File: config.mk
export PLATFORM = sky130hd
export DESIGN_NAME = multicycle_control_flat
export DESIGN_NICKNAME = d
export VERILOG_FILES = /design/src/rtl/mc_pkg.sv /design/src/rtl/multicycle_control_if.sv /design/src/rtl/multicycle_control_perf_counters.sv /design/src/rtl/multicycle_control.sv /design/src/flat_wrapper.sv
export SDC_FILE = /design/constraint.sdc
export NUM_CORES = 1
export LEC_CHECK = 0
export BUFFER_PORTS_ARGS = -buffer_cell sky130_fd_sc_hd__buf_2
export CAP_MARGIN = 15
export CELL_PAD_IN_SITES_DETAIL_PLACEMENT = 1
export CELL_PAD_IN_SITES_GLOBAL_PLACEMENT = 1
export CORE_MARGIN = 5
export CORE_UTILIZATION = 43
export CTS_CLUSTER_SIZE = 14
export DETAILED_ROUTE_END_ITERATION = 8
export PLACE_DENSITY_LB_ADDON = 0.1
export SYNTH_ARGS = -nofsm -noshare
export SYNTH_HDL_FRONTEND = slang
export SYNTH_SLANG_ARGS = --single-unit
File: constraint.sdc
create_clock -name clk_i -period 5.3 [get_ports clk_i]
set_input_delay 0.795 -clock clk_i [delete_from_list [all_inputs] [get_ports clk_i]]
set_output_delay 0.795 -clock clk_i [all_outputs]
set_load 0.02 [all_outputs]
File: src/rtl/mc_pkg.sv
// Shared types and encodings for the multi-cycle MIPS-subset control unit.
package mc_pkg;

    typedef enum logic [3:0] {
        IDLE      = 4'd0,
        FETCH     = 4'd1,
        DECODE    = 4'd2,
        MEM_ADDR  = 4'd3,
        MEM_READ  = 4'd4,
        MEM_WB    = 4'd5,
        MEM_WRITE = 4'd6,
        EXEC_R    = 4'd7,
        R_WB      = 4'd8,
        ADDI_EXEC = 4'd9,
        ADDI_WB   = 4'd10,
        BRANCH    = 4'd11,
        JUMP      = 4'd12,
        TRAP      = 4'd13
    } state_e;

    localparam logic [5:0] OP_RTYPE = 6'b000000;
    localparam logic [5:0] OP_LW    = 6'b100011;
    localparam logic [5:0] OP_SW    = 6'b101011;
    localparam logic [5:0] OP_BEQ   = 6'b000100;
    localparam logic [5:0] OP_J     = 6'b000010;
    localparam logic [5:0] OP_ADDI  = 6'b001000;

    localparam logic [1:0] ALU_ADD   = 2'd0;
    localparam logic [1:0] ALU_SUB   = 2'd1;
    localparam logic [1:0] ALU_FUNCT = 2'd2;

    localparam logic [1:0] SRCB_B       = 2'd0;
    localparam logic [1:0] SRCB_FOUR    = 2'd1;
    localparam logic [1:0] SRCB_IMM     = 2'd2;
    localparam logic [1:0] SRCB_IMM_SH2 = 2'd3;

    localparam logic [1:0] PCSRC_ALU    = 2'd0;
    localparam logic [1:0] PCSRC_ALUOUT = 2'd1;
    localparam logic [1:0] PCSRC_JUMP   = 2'd2;

    // Dispatch target out of DECODE; anything unrecognised halts the core.
    function automatic state_e decode_next(input logic [5:0] op);
        state_e nxt;
        case (op)
            OP_RTYPE:     nxt = EXEC_R;
            OP_LW, OP_SW: nxt = MEM_ADDR;
            OP_BEQ:       nxt = BRANCH;
            OP_J:         nxt = JUMP;
            OP_ADDI:      nxt = ADDI_EXEC;
            default:      nxt = TRAP;
        endcase
        return nxt;
    endfunction

endpackage

File: src/rtl/multicycle_control_if.sv
// Control bundle between the multi-cycle FSM and the datapath.
interface multicycle_control_if #(
    parameter int CNT_W = 32
);
    logic [5:0]       opcode_i;
    logic             zero_i;
    logic             mem_ready_i;
    logic             pc_write_o;
    logic             pc_write_cond_o;
    logic             iord_o;
    logic             mem_read_o;
    logic             mem_write_o;
    logic             ir_write_o;
    logic             mem_to_reg_o;
    logic             reg_dst_o;
    logic             reg_write_o;
    logic             alu_src_a_o;
    logic [1:0]       alu_src_b_o;
    logic [1:0]       alu_op_o;
    logic [1:0]       pc_source_o;
    logic             trap_o;
    logic [CNT_W-1:0] cycle_count_o;
    logic [CNT_W-1:0] instr_count_o;

    modport master (
        input  opcode_i, zero_i, mem_ready_i,
        output pc_write_o, pc_write_cond_o, iord_o, mem_read_o, mem_write_o,
               ir_write_o, mem_to_reg_o, reg_dst_o, reg_write_o, alu_src_a_o,
               alu_src_b_o, alu_op_o, pc_source_o, trap_o,
               cycle_count_o, instr_count_o
    );

    modport slave (
        output opcode_i, zero_i, mem_ready_i,
        input  pc_write_o, pc_write_cond_o, iord_o, mem_read_o, mem_write_o,
               ir_write_o, mem_to_reg_o, reg_dst_o, reg_write_o, alu_src_a_o,
               alu_src_b_o, alu_op_o, pc_source_o, trap_o,
               cycle_count_o, instr_count_o
    );
endinterface

File: src/rtl/multicycle_control_perf_counters.sv
// Cycle and retired-instruction counters; both wrap silently and hold while frozen.
module perf_counters #(
    parameter int CNT_W = 32
) (
    input  logic             clk_i,
    input  logic             rst_ni,
    input  logic             inc_cycle_i,
    input  logic             inc_instr_i,
    input  logic             freeze_i,
    output logic [CNT_W-1:0] cycle_count_o,
    output logic [CNT_W-1:0] instr_count_o
);
    localparam logic [CNT_W-1:0] ONE = {{(CNT_W-1){1'b0}}, 1'b1};

    logic [CNT_W-1:0] cycle_q, cycle_d;
    logic [CNT_W-1:0] instr_q, instr_d;

    // Next counter values
    always_comb begin
        cycle_d = cycle_q;
        instr_d = instr_q;
        if (freeze_i) begin
            cycle_d = cycle_q;
            instr_d = instr_q;
        end else begin
            if (inc_cycle_i) begin
                cycle_d = cycle_q + ONE;
            end else begin
                cycle_d = cycle_q;
            end
            if (inc_instr_i) begin
                instr_d = instr_q + ONE;
            end else begin
                instr_d = instr_q;
            end
        end
    end

    // Counter registers
    always_ff @(posedge clk_i or negedge rst_ni) begin
        if (!rst_ni) begin
            cycle_q <= {CNT_W{1'b0}};
            instr_q <= {CNT_W{1'b0}};
        end else begin
            cycle_q <= cycle_d;
            instr_q <= instr_d;
        end
    end

    assign cycle_count_o = cycle_q;
    assign instr_count_o = instr_q;
endmodule

File: src/rtl/multicycle_control.sv
// Moore sequencer for the multi-cycle MIPS-subset datapath with a shared memory port.
module multicycle_control
    import mc_pkg::*;
#(
    parameter int CNT_W = 32
) (
    input  logic                 clk_i,
    input  logic                 rst_ni,
    multicycle_control_if.master bus
);
    state_e state_q, state_d;
    logic   store_q, store_d;
    logic   retire_s;
    logic   inc_cycle_s;
    logic   freeze_s;

    // State register; store_q remembers lw vs sw so opcode is only looked at in DECODE
    always_ff @(posedge clk_i or negedge rst_ni) begin
        if (!rst_ni) begin
            state_q <= IDLE;
            store_q <= 1'b0;
        end else begin
            state_q <= state_d;
            store_q <= store_d;
        end
    end

    // Next-state and retire detection
    always_comb begin
        state_d  = state_q;
        store_d  = store_q;
        retire_s = 1'b0;
        case (state_q)
            IDLE:      state_d = FETCH;
            FETCH: begin
                if (bus.mem_ready_i) begin
                    state_d = DECODE;
                end else begin
                    state_d = FETCH;
                end
            end
            DECODE: begin
                state_d = decode_next(bus.opcode_i);
                store_d = (bus.opcode_i == OP_SW);
            end
            MEM_ADDR: begin
                if (store_q) begin
                    state_d = MEM_WRITE;
                end else begin
                    state_d = MEM_READ;
                end
            end
            MEM_READ: begin
                if (bus.mem_ready_i) begin
                    state_d = MEM_WB;
                end else begin
                    state_d = MEM_READ;
                end
            end
            MEM_WRITE: begin
                if (bus.mem_ready_i) begin
                    state_d  = FETCH;
                    retire_s = 1'b1;
                end else begin
                    state_d  = MEM_WRITE;
                end
            end
            EXEC_R:    state_d = R_WB;
            ADDI_EXEC: state_d = ADDI_WB;
            MEM_WB, R_WB, ADDI_WB, BRANCH, JUMP: begin
                state_d  = FETCH;
                retire_s = 1'b1;
            end
            TRAP:      state_d = TRAP;
            default:   state_d = TRAP;
        endcase
    end

    // Moore output decode; only FETCH looks at mem_ready_i for its load strobes
    always_comb begin
        bus.pc_write_o      = 1'b0;
        bus.pc_write_cond_o = 1'b0;
        bus.iord_o          = 1'b0;
        bus.mem_read_o      = 1'b0;
        bus.mem_write_o     = 1'b0;
        bus.ir_write_o      = 1'b0;
        bus.mem_to_reg_o    = 1'b0;
        bus.reg_dst_o       = 1'b0;
        bus.reg_write_o     = 1'b0;
        bus.alu_src_a_o     = 1'b0;
        bus.alu_src_b_o     = SRCB_B;
        bus.alu_op_o        = ALU_ADD;
        bus.pc_source_o     = PCSRC_ALU;
        bus.trap_o          = 1'b0;
        case (state_q)
            FETCH: begin
                bus.mem_read_o  = 1'b1;
                bus.alu_src_b_o = SRCB_FOUR;
                bus.ir_write_o  = bus.mem_ready_i;
                bus.pc_write_o  = bus.mem_ready_i;
            end
            DECODE:    bus.alu_src_b_o = SRCB_IMM_SH2;
            MEM_ADDR, ADDI_EXEC: begin
                bus.alu_src_a_o = 1'b1;
                bus.alu_src_b_o = SRCB_IMM;
            end
            MEM_READ: begin
                bus.iord_o     = 1'b1;
                bus.mem_read_o = 1'b1;
            end
            MEM_WB: begin
                bus.reg_write_o  = 1'b1;
                bus.mem_to_reg_o = 1'b1;
            end
            MEM_WRITE: begin
                bus.iord_o      = 1'b1;
                bus.mem_write_o = 1'b1;
            end
            EXEC_R: begin
                bus.alu_src_a_o = 1'b1;
                bus.alu_op_o    = ALU_FUNCT;
            end
            R_WB: begin
                bus.reg_write_o = 1'b1;
                bus.reg_dst_o   = 1'b1;
            end
            ADDI_WB:   bus.reg_write_o = 1'b1;
            BRANCH: begin
                bus.alu_src_a_o     = 1'b1;
                bus.alu_op_o        = ALU_SUB;
                bus.pc_write_cond_o = 1'b1;
                bus.pc_source_o     = PCSRC_ALUOUT;
            end
            JUMP: begin
                bus.pc_write_o  = 1'b1;
                bus.pc_source_o = PCSRC_JUMP;
            end
            TRAP:      bus.trap_o = 1'b1;
            default:   bus.trap_o = 1'b0;
        endcase
    end

    assign inc_cycle_s = (state_q != IDLE) && (state_q != TRAP);
    assign freeze_s    = (state_q == TRAP);

    perf_counters #(
        .CNT_W(CNT_W)
    ) u_perf_counters (
        .clk_i         (clk_i),
        .rst_ni        (rst_ni),
        .inc_cycle_i   (inc_cycle_s),
        .inc_instr_i   (retire_s),
        .freeze_i      (freeze_s),
        .cycle_count_o (bus.cycle_count_o),
        .instr_count_o (bus.instr_count_o)
    );
endmodule

File: src/flat_wrapper.sv
// flat-port wrapper written by rule: the top's interface ports become plain ports
module multicycle_control_flat import mc_pkg::*;
#(
    parameter int CNT_W = 32
)
  (clk_i, rst_ni, bus_opcode_i, bus_zero_i, bus_mem_ready_i, bus_pc_write_o, bus_pc_write_cond_o, bus_iord_o, bus_mem_read_o, bus_mem_write_o, bus_ir_write_o, bus_mem_to_reg_o, bus_reg_dst_o, bus_reg_write_o, bus_alu_src_a_o, bus_alu_src_b_o, bus_alu_op_o, bus_pc_source_o, bus_trap_o, bus_cycle_count_o, bus_instr_count_o);
  multicycle_control_if #(.CNT_W(CNT_W)) bus_i ();
  input  logic clk_i;
  input  logic rst_ni;
  input wire logic [$bits(bus_i.opcode_i)-1:0] bus_opcode_i;
  input wire logic [$bits(bus_i.zero_i)-1:0] bus_zero_i;
  input wire logic [$bits(bus_i.mem_ready_i)-1:0] bus_mem_ready_i;
  output wire logic [$bits(bus_i.pc_write_o)-1:0] bus_pc_write_o;
  output wire logic [$bits(bus_i.pc_write_cond_o)-1:0] bus_pc_write_cond_o;
  output wire logic [$bits(bus_i.iord_o)-1:0] bus_iord_o;
  output wire logic [$bits(bus_i.mem_read_o)-1:0] bus_mem_read_o;
  output wire logic [$bits(bus_i.mem_write_o)-1:0] bus_mem_write_o;
  output wire logic [$bits(bus_i.ir_write_o)-1:0] bus_ir_write_o;
  output wire logic [$bits(bus_i.mem_to_reg_o)-1:0] bus_mem_to_reg_o;
  output wire logic [$bits(bus_i.reg_dst_o)-1:0] bus_reg_dst_o;
  output wire logic [$bits(bus_i.reg_write_o)-1:0] bus_reg_write_o;
  output wire logic [$bits(bus_i.alu_src_a_o)-1:0] bus_alu_src_a_o;
  output wire logic [$bits(bus_i.alu_src_b_o)-1:0] bus_alu_src_b_o;
  output wire logic [$bits(bus_i.alu_op_o)-1:0] bus_alu_op_o;
  output wire logic [$bits(bus_i.pc_source_o)-1:0] bus_pc_source_o;
  output wire logic [$bits(bus_i.trap_o)-1:0] bus_trap_o;
  output wire logic [$bits(bus_i.cycle_count_o)-1:0] bus_cycle_count_o;
  output wire logic [$bits(bus_i.instr_count_o)-1:0] bus_instr_count_o;
  assign bus_i.opcode_i = bus_opcode_i;
  assign bus_i.zero_i = bus_zero_i;
  assign bus_i.mem_ready_i = bus_mem_ready_i;
  assign bus_pc_write_o = bus_i.pc_write_o;
  assign bus_pc_write_cond_o = bus_i.pc_write_cond_o;
  assign bus_iord_o = bus_i.iord_o;
  assign bus_mem_read_o = bus_i.mem_read_o;
  assign bus_mem_write_o = bus_i.mem_write_o;
  assign bus_ir_write_o = bus_i.ir_write_o;
  assign bus_mem_to_reg_o = bus_i.mem_to_reg_o;
  assign bus_reg_dst_o = bus_i.reg_dst_o;
  assign bus_reg_write_o = bus_i.reg_write_o;
  assign bus_alu_src_a_o = bus_i.alu_src_a_o;
  assign bus_alu_src_b_o = bus_i.alu_src_b_o;
  assign bus_alu_op_o = bus_i.alu_op_o;
  assign bus_pc_source_o = bus_i.pc_source_o;
  assign bus_trap_o = bus_i.trap_o;
  assign bus_cycle_count_o = bus_i.cycle_count_o;
  assign bus_instr_count_o = bus_i.instr_count_o;
  multicycle_control #(.CNT_W(CNT_W)) u_core (.clk_i(clk_i), .rst_ni(rst_ni), .bus(bus_i));
endmodule
Word level (Yosys, flattened, before mapping):

Cells that the tools add are included.

* equal/unequal tests: 19
* multiplexer cells: 22
* bitwise operators: 1
* add/subtract/negate cells: 2
* reduce and logical (&&, ||, !) cells: 14

Operators with widths (number)
* $add A32 B1 Y32 const B: 2
* $pmux W4 S8: 1
* $eq A4 B4 Y1 const B: 6
* $pmux W4 S5: 1
* $eq A4 B3 Y1 const B: 4
* $eq A6 B6 Y1 const B: 2
* $mux W1: 12
* $eq A4 B2 Y1 const B: 2
* $pmux W2 S2: 2
* $reduce_or A2 Y1: 4
* $eq A6 B2 Y1 const B: 1
* $eq A6 B3 Y1 const B: 1
* $eq A6 B4 Y1 const B: 1
* $logic_not A6 Y1: 1
* $pmux W2 S3: 1
* $reduce_or A6 Y1: 1
* $reduce_or A5 Y1: 1
* $eq A4 B1 Y1 const B: 1
* $logic_not A4 Y1: 1
* $mux W2: 2
* $ne A4 B4 Y1 const B: 1
* $pmux W1 S2: 2
* $reduce_and A2 Y1: 2
* $reduce_bool A4 Y1: 1
* 5 further kinds: 5

* flip-flop bits (word level): 69
* output and inout bits: 81
* bits of input ports: 10
* word-level logic and storage cells: 62

Logic depth before layout (Yosys ltp):

* depth in word-level cells: 4
* depth in mapped cells: 6
* gate-level depth less buffers: 5

Modules after synthesis:

Synthesis repeated with hierarchy kept, for this count alone.

* cells, all modules: 334
* area total of the unflattened synthesis: 3558.4 sq um

Modules (own cells, without submodules)
* perf_counters: seq. area each 1601.5 sq um, instances 1, cells each 256, area an instance 2975.4 sq um
* multicycle_control: seq. area each 125.1 sq um, instances 1, cells each 78, area an instance 583.1 sq um

Worst setup path before layout:

OpenSTA, ideal clock, no wires.

* path kind: reg-to-output
* from: reg u_core.state_q[1]
* to: out bus_pc_write_o
* cell stages (with the launch flop): 5
* arrival time: 1518 ps
* buffers on the path: 2
* required time: 4505 ps
* path slack: 2987 ps
* cells stage by stage: dfrtp_1 buf_4 clkbuf_1 nor3_1 or2_2

* word-level cells in the longest chain between the ends: 2
* elaborated cells between the ends (all ways): 3
* classes of those cells: eq/ne (2); mux (1)

RTL lines
* start: declaration: RTL line multicycle_control.sv:11 `state_e state_q, state_d;`
* start signal: assignment: RTL line multicycle_control.sv:23 `state_q <= state_d;`
* $eq A4 B4 Y1 or $eq A4 B1 Y1 (tied branches): RTL line multicycle_control.sv:95 `case (state_q)`
* $pmux W1 S2 (*): RTL line multicycle_control.sv:95
* end: declaration: RTL line flat_wrapper.sv:13 `output wire logic [$bits(bus_i.pc_write_o)-1:0] bus_pc_write_o;`

Mark *: on every way between the ends. The rest lies on a longest branch, timed or not.

Final worst setup path:

* from: reg u_core.state_q[0]
* to: out bus_pc_write_o

Same word-level chain as after synthesis.

==> impl_summary.md <==
Run status
The flow ran to the end, and the final reports show no timing, DRC or antenna violations.

Logic synthesis
The mean post-synth cell area is 10.3 sq um. The post-synth design cell area is 3490 sq um. The synthesized instance count is 339. The distinct cell type count after synthesis is 49.

The most frequently used flop master after synthesis is dfrtp_1. The synthesized design contains 0 enable-type register cells. The synthesized design contains 69 register bits. The share of async-settable or async-resettable flops after synthesis is 1.00. For this run, the number of Yosys warnings is 0.

For this run, the register share of the synthesized area comes to 0.495. The synthesized netlist net count is 351.

Global routing
The total overflow left after global routing is 0. The number of global-route vias before repair is 3032. In the global route stage, overall resource usage came out at 0.184. The pin count of the biggest net entering global routing is 70. The first global-routing pass estimated 14900 um of wire.

The number of antenna violations at the first check in global routing is 0.

Final layout
In the layout the commonest cells are 89 x buf_2, 69 x dfrtp_1, 39 x xnor2_1. The post-route non-filler standard cell count is 538. Leaving out fill and tap cells, the most frequent cell in the layout is buf_2. The net count of the finished layout is 443.

Relative to the synthesized area, the layout overhead comes to 21.7%. The fill cell total of the finished layout is 930. The share of final-layout standard cells stronger than drive strength 1 is 0.280.

The count of antenna diodes in the layout is 0.

Clock network
The clock root buffer master is clkbuf_8. The number of buffers inserted for hold repair after clock tree synthesis is 0. Once the clock tree was built, the setup fixing pass inserted 0 buffers. The clock edge transition at the registers on the reported setup and hold paths is 70 ps. The number of clock buffers inserted by TritonCTS is 9. The number of gates given a new drive strength after cts is 0.

The TritonCTS clock tree is built. The worst-case clock buffer depth is 2. The H-tree depth reported by CTS is 3. The clock drives 69 sinks. The clock reaches the later pin of the worst-skew pair after 340 ps.

Hold path
In this run the worst hold path is classified as reg2reg. The critical hold path startpoint is u_core.u_perf_counters.instr_count_o[31].

Worst setup path
The critical setup path kind is reg2out. The critical path buffer and inverter count is 1. Traced cell by cell, the critical path runs through nor2b_1 -> and3_1 -> or2_2 -> buf_2.

Of all nets on the critical path, the largest fanout is 18. The gate family responsible for the most delay along the worst path is flip-flops. The data required time of the critical path is 4510 ps.

The worst setup path is captured at an output port. On the worst path, the slowest cell contributes a delay of 760 ps. The worst setup path startpoint is u_core.state_q[0]. The slowest stage of the critical path is the dfrtp_1 cell.

The worst register-to-register path begins at u_core.state_q[1]. The startpoint kind of the worst setup timing path is a flip-flop. Data on the critical path arrives at its endpoint at 1940 ps.

Route
After detailed routing, the number of remaining DRC violations is 0. The detail route stage leaves a number of antenna-violating nets equal to 0. The overall via count from detail_route is 2818. The number of iterations in the first detailed-routing pass is 4. The total length of routed wires is 8740 um. The via-per-instance ratio is 5.24. The number of violations reported at the end of detailed-routing iteration 0 is 73. Dividing the detail-routed wire length by the instance count gives 16.3 um.

STA
Setup violations remaining at the end of the flow were counted as 0. For this run, the top clock speed supported by timing is 0.366 GHz. Across the routed clock network, the largest skew measured is 7.37 ps. Setup total negative slack on the finished layout was measured at 0 ps. In the finished design, the share of the clock period the worst path needs comes to 0.516.

The clock period could shrink to 2740 ps. The final-report max-slew violation count came to 0. Setup repair after global routing left no endpoint under its margin. The relative slew slack is 0.408. The worst-margin pin slew is 888 ps.

The final hold violation count is 0.

Run
The total of max-cap violations is 0.

Place
The detailed-placement wirelength estimate is 6360 um. The routability congestion estimate is 0.839. The number of buffers added on ports is 89. Counting tap cells, the placed design contains a total of 522 instances.

Pwr
The sequential group share of total power is 0.406. Across the VDD grid, the largest voltage drop is 0.239 mV. The internal cell power is 1.10 mW.

The power spent charging and discharging nets is 0.668 mW. For this design the static power due to leakage is 2.18 nW. Of the total power, the clock network draws 0.281. Of the total power, the share spent switching nets is 0.379. The areal power density over the cells is 416 nW/um^2.

The share of total power in combinational logic is 0.313.

Floorplanning
The die covers 10000 sq um. The die is 100 um wide. The area of the core is 7810 sq um.

The effective utilization at floorplan is 0.447. The number of cell rows is 32. The height of the chip is 100 um. In this run the count of I/O pins placed on the die edge is 91.
-- power groups by stage --
stage | Clock (mW) | Combinational (mW) | Sequential [mW]
global placement | 0 | 0.547 | 0.723
detailed placement | 0 | 0.562 | 0.727
floorplan | 0 | 0.395 | 0.723
CTS | 0.508 | 0.564 | 0.718
finish | 0.495 | 0.553 | 0.718
global route | 0.532 | 0.605 | 0.735
-- per-stage QoR --
stage                     area [sq um]  setup slack, ps  hold WS (ps)   util  power, mW
after floorplan                   3490             2990           448      -       1.12
after global placement            4010             2940           453  0.514       1.27
after detailed placement          4010             2930           460  0.514       1.29
after CTS                         4250             2560           469  0.544       1.79
after global routing              4250             2440           488  0.544       1.87
final                             4250             2560           460  0.544       1.77
-- final timing paths --
path	end	slack (ps)	depth (start not counted)
min in group asynchronous	u_core.u_perf_counters.instr_count_o[7]	650	2
max reg2reg	u_core.u_perf_counters.instr_count_o[8]	2990	5
min	u_core.u_perf_counters.instr_count_o[31]	460	1
min reg2reg	u_core.u_perf_counters.instr_count_o[31]	460	1
max in group asynchronous	u_core.store_q	4060	2
max	bus_pc_write_o	2560	4
-- sequential cells by signal (all words and copies together) (netlist names) --
name / flops
u_core.u_perf_counters.cycle_count_o: 32
u_core.u_perf_counters.instr_count_o: 32
u_core.store_q: 1
u_core.state_q: 4
-- worst reg2reg max path: cells and delay by family (launching register included) --
kind                   cells  cell delay, ps
AO/OA/AOI/OAI              2             480
flip-flops                 1             770
buffers and inverters      1             260
AND/OR/NAND/NOR            1             570
XOR/XNOR                   1             140
-- cells in the mapped netlist, types with 2 or more instances --
library cell	number	area [sq um]
xnor2_1	39	342
or2_2	3	18.8
nor4_1	9	56.3
dfrtp_1	69	1730
nor2b_1	2	12.5
o22ai_1	2	12.5
o21ai_0	5	25.0
nand2_1	38	143
xor2_1	23	201
inv_1	10	37.5
and4_1	4	35.0
a21oi_1	6	30.0
nand3_1	18	90.1
ha_1	2	25.0
nand4_1	15	93.8
and3_1	12	75.1
nor2_1	25	93.8
buf_4	4	30.0
nor3_1	16	80.1
and2_1	2	12.5
clkbuf_1	3	11.3
nand2b_1	5	31.3
-- area by class of cell --
class                   count  area (sq um)  share of cell area
inverters                  10          37.5             0.00884
flip-flops and latches     69          1730               0.407
clock buffers              11           151              0.0357
clock inverters             5          82.6              0.0195
well taps                 102           128              0.0301
repair buffers             90           453               0.107
multi-input cells         251          1670               0.393
-- kinds of logic (layout without fill, tap and decap cells) --
kind of cell | after synthesis | after routing | synth area share
mux | 1 | 1 | 0.00323
compound gates | 26 | 26 | 0.0588
flops | 69 | 69 | 0.495
simple gates | 159 | 159 | 0.248
xor+xnor | 63 | 63 | 0.160
buf+inv | 19 | 116 | 0.0273
fa+ha+maj | 2 | 2 | 0.00717
-- layer usage --
metal	track usage	vias to the layer above	share of wire	routed length [um]
met5	0	-	0	0
met4	0.0560	0	0.0095	83
met3	0.0292	10	0.038	333
met2	0.315	51	0.50	4380
met1	0.240	1395	0.45	3950
li1	-	1362	-	-
Power figures use the tool's default switching activity.
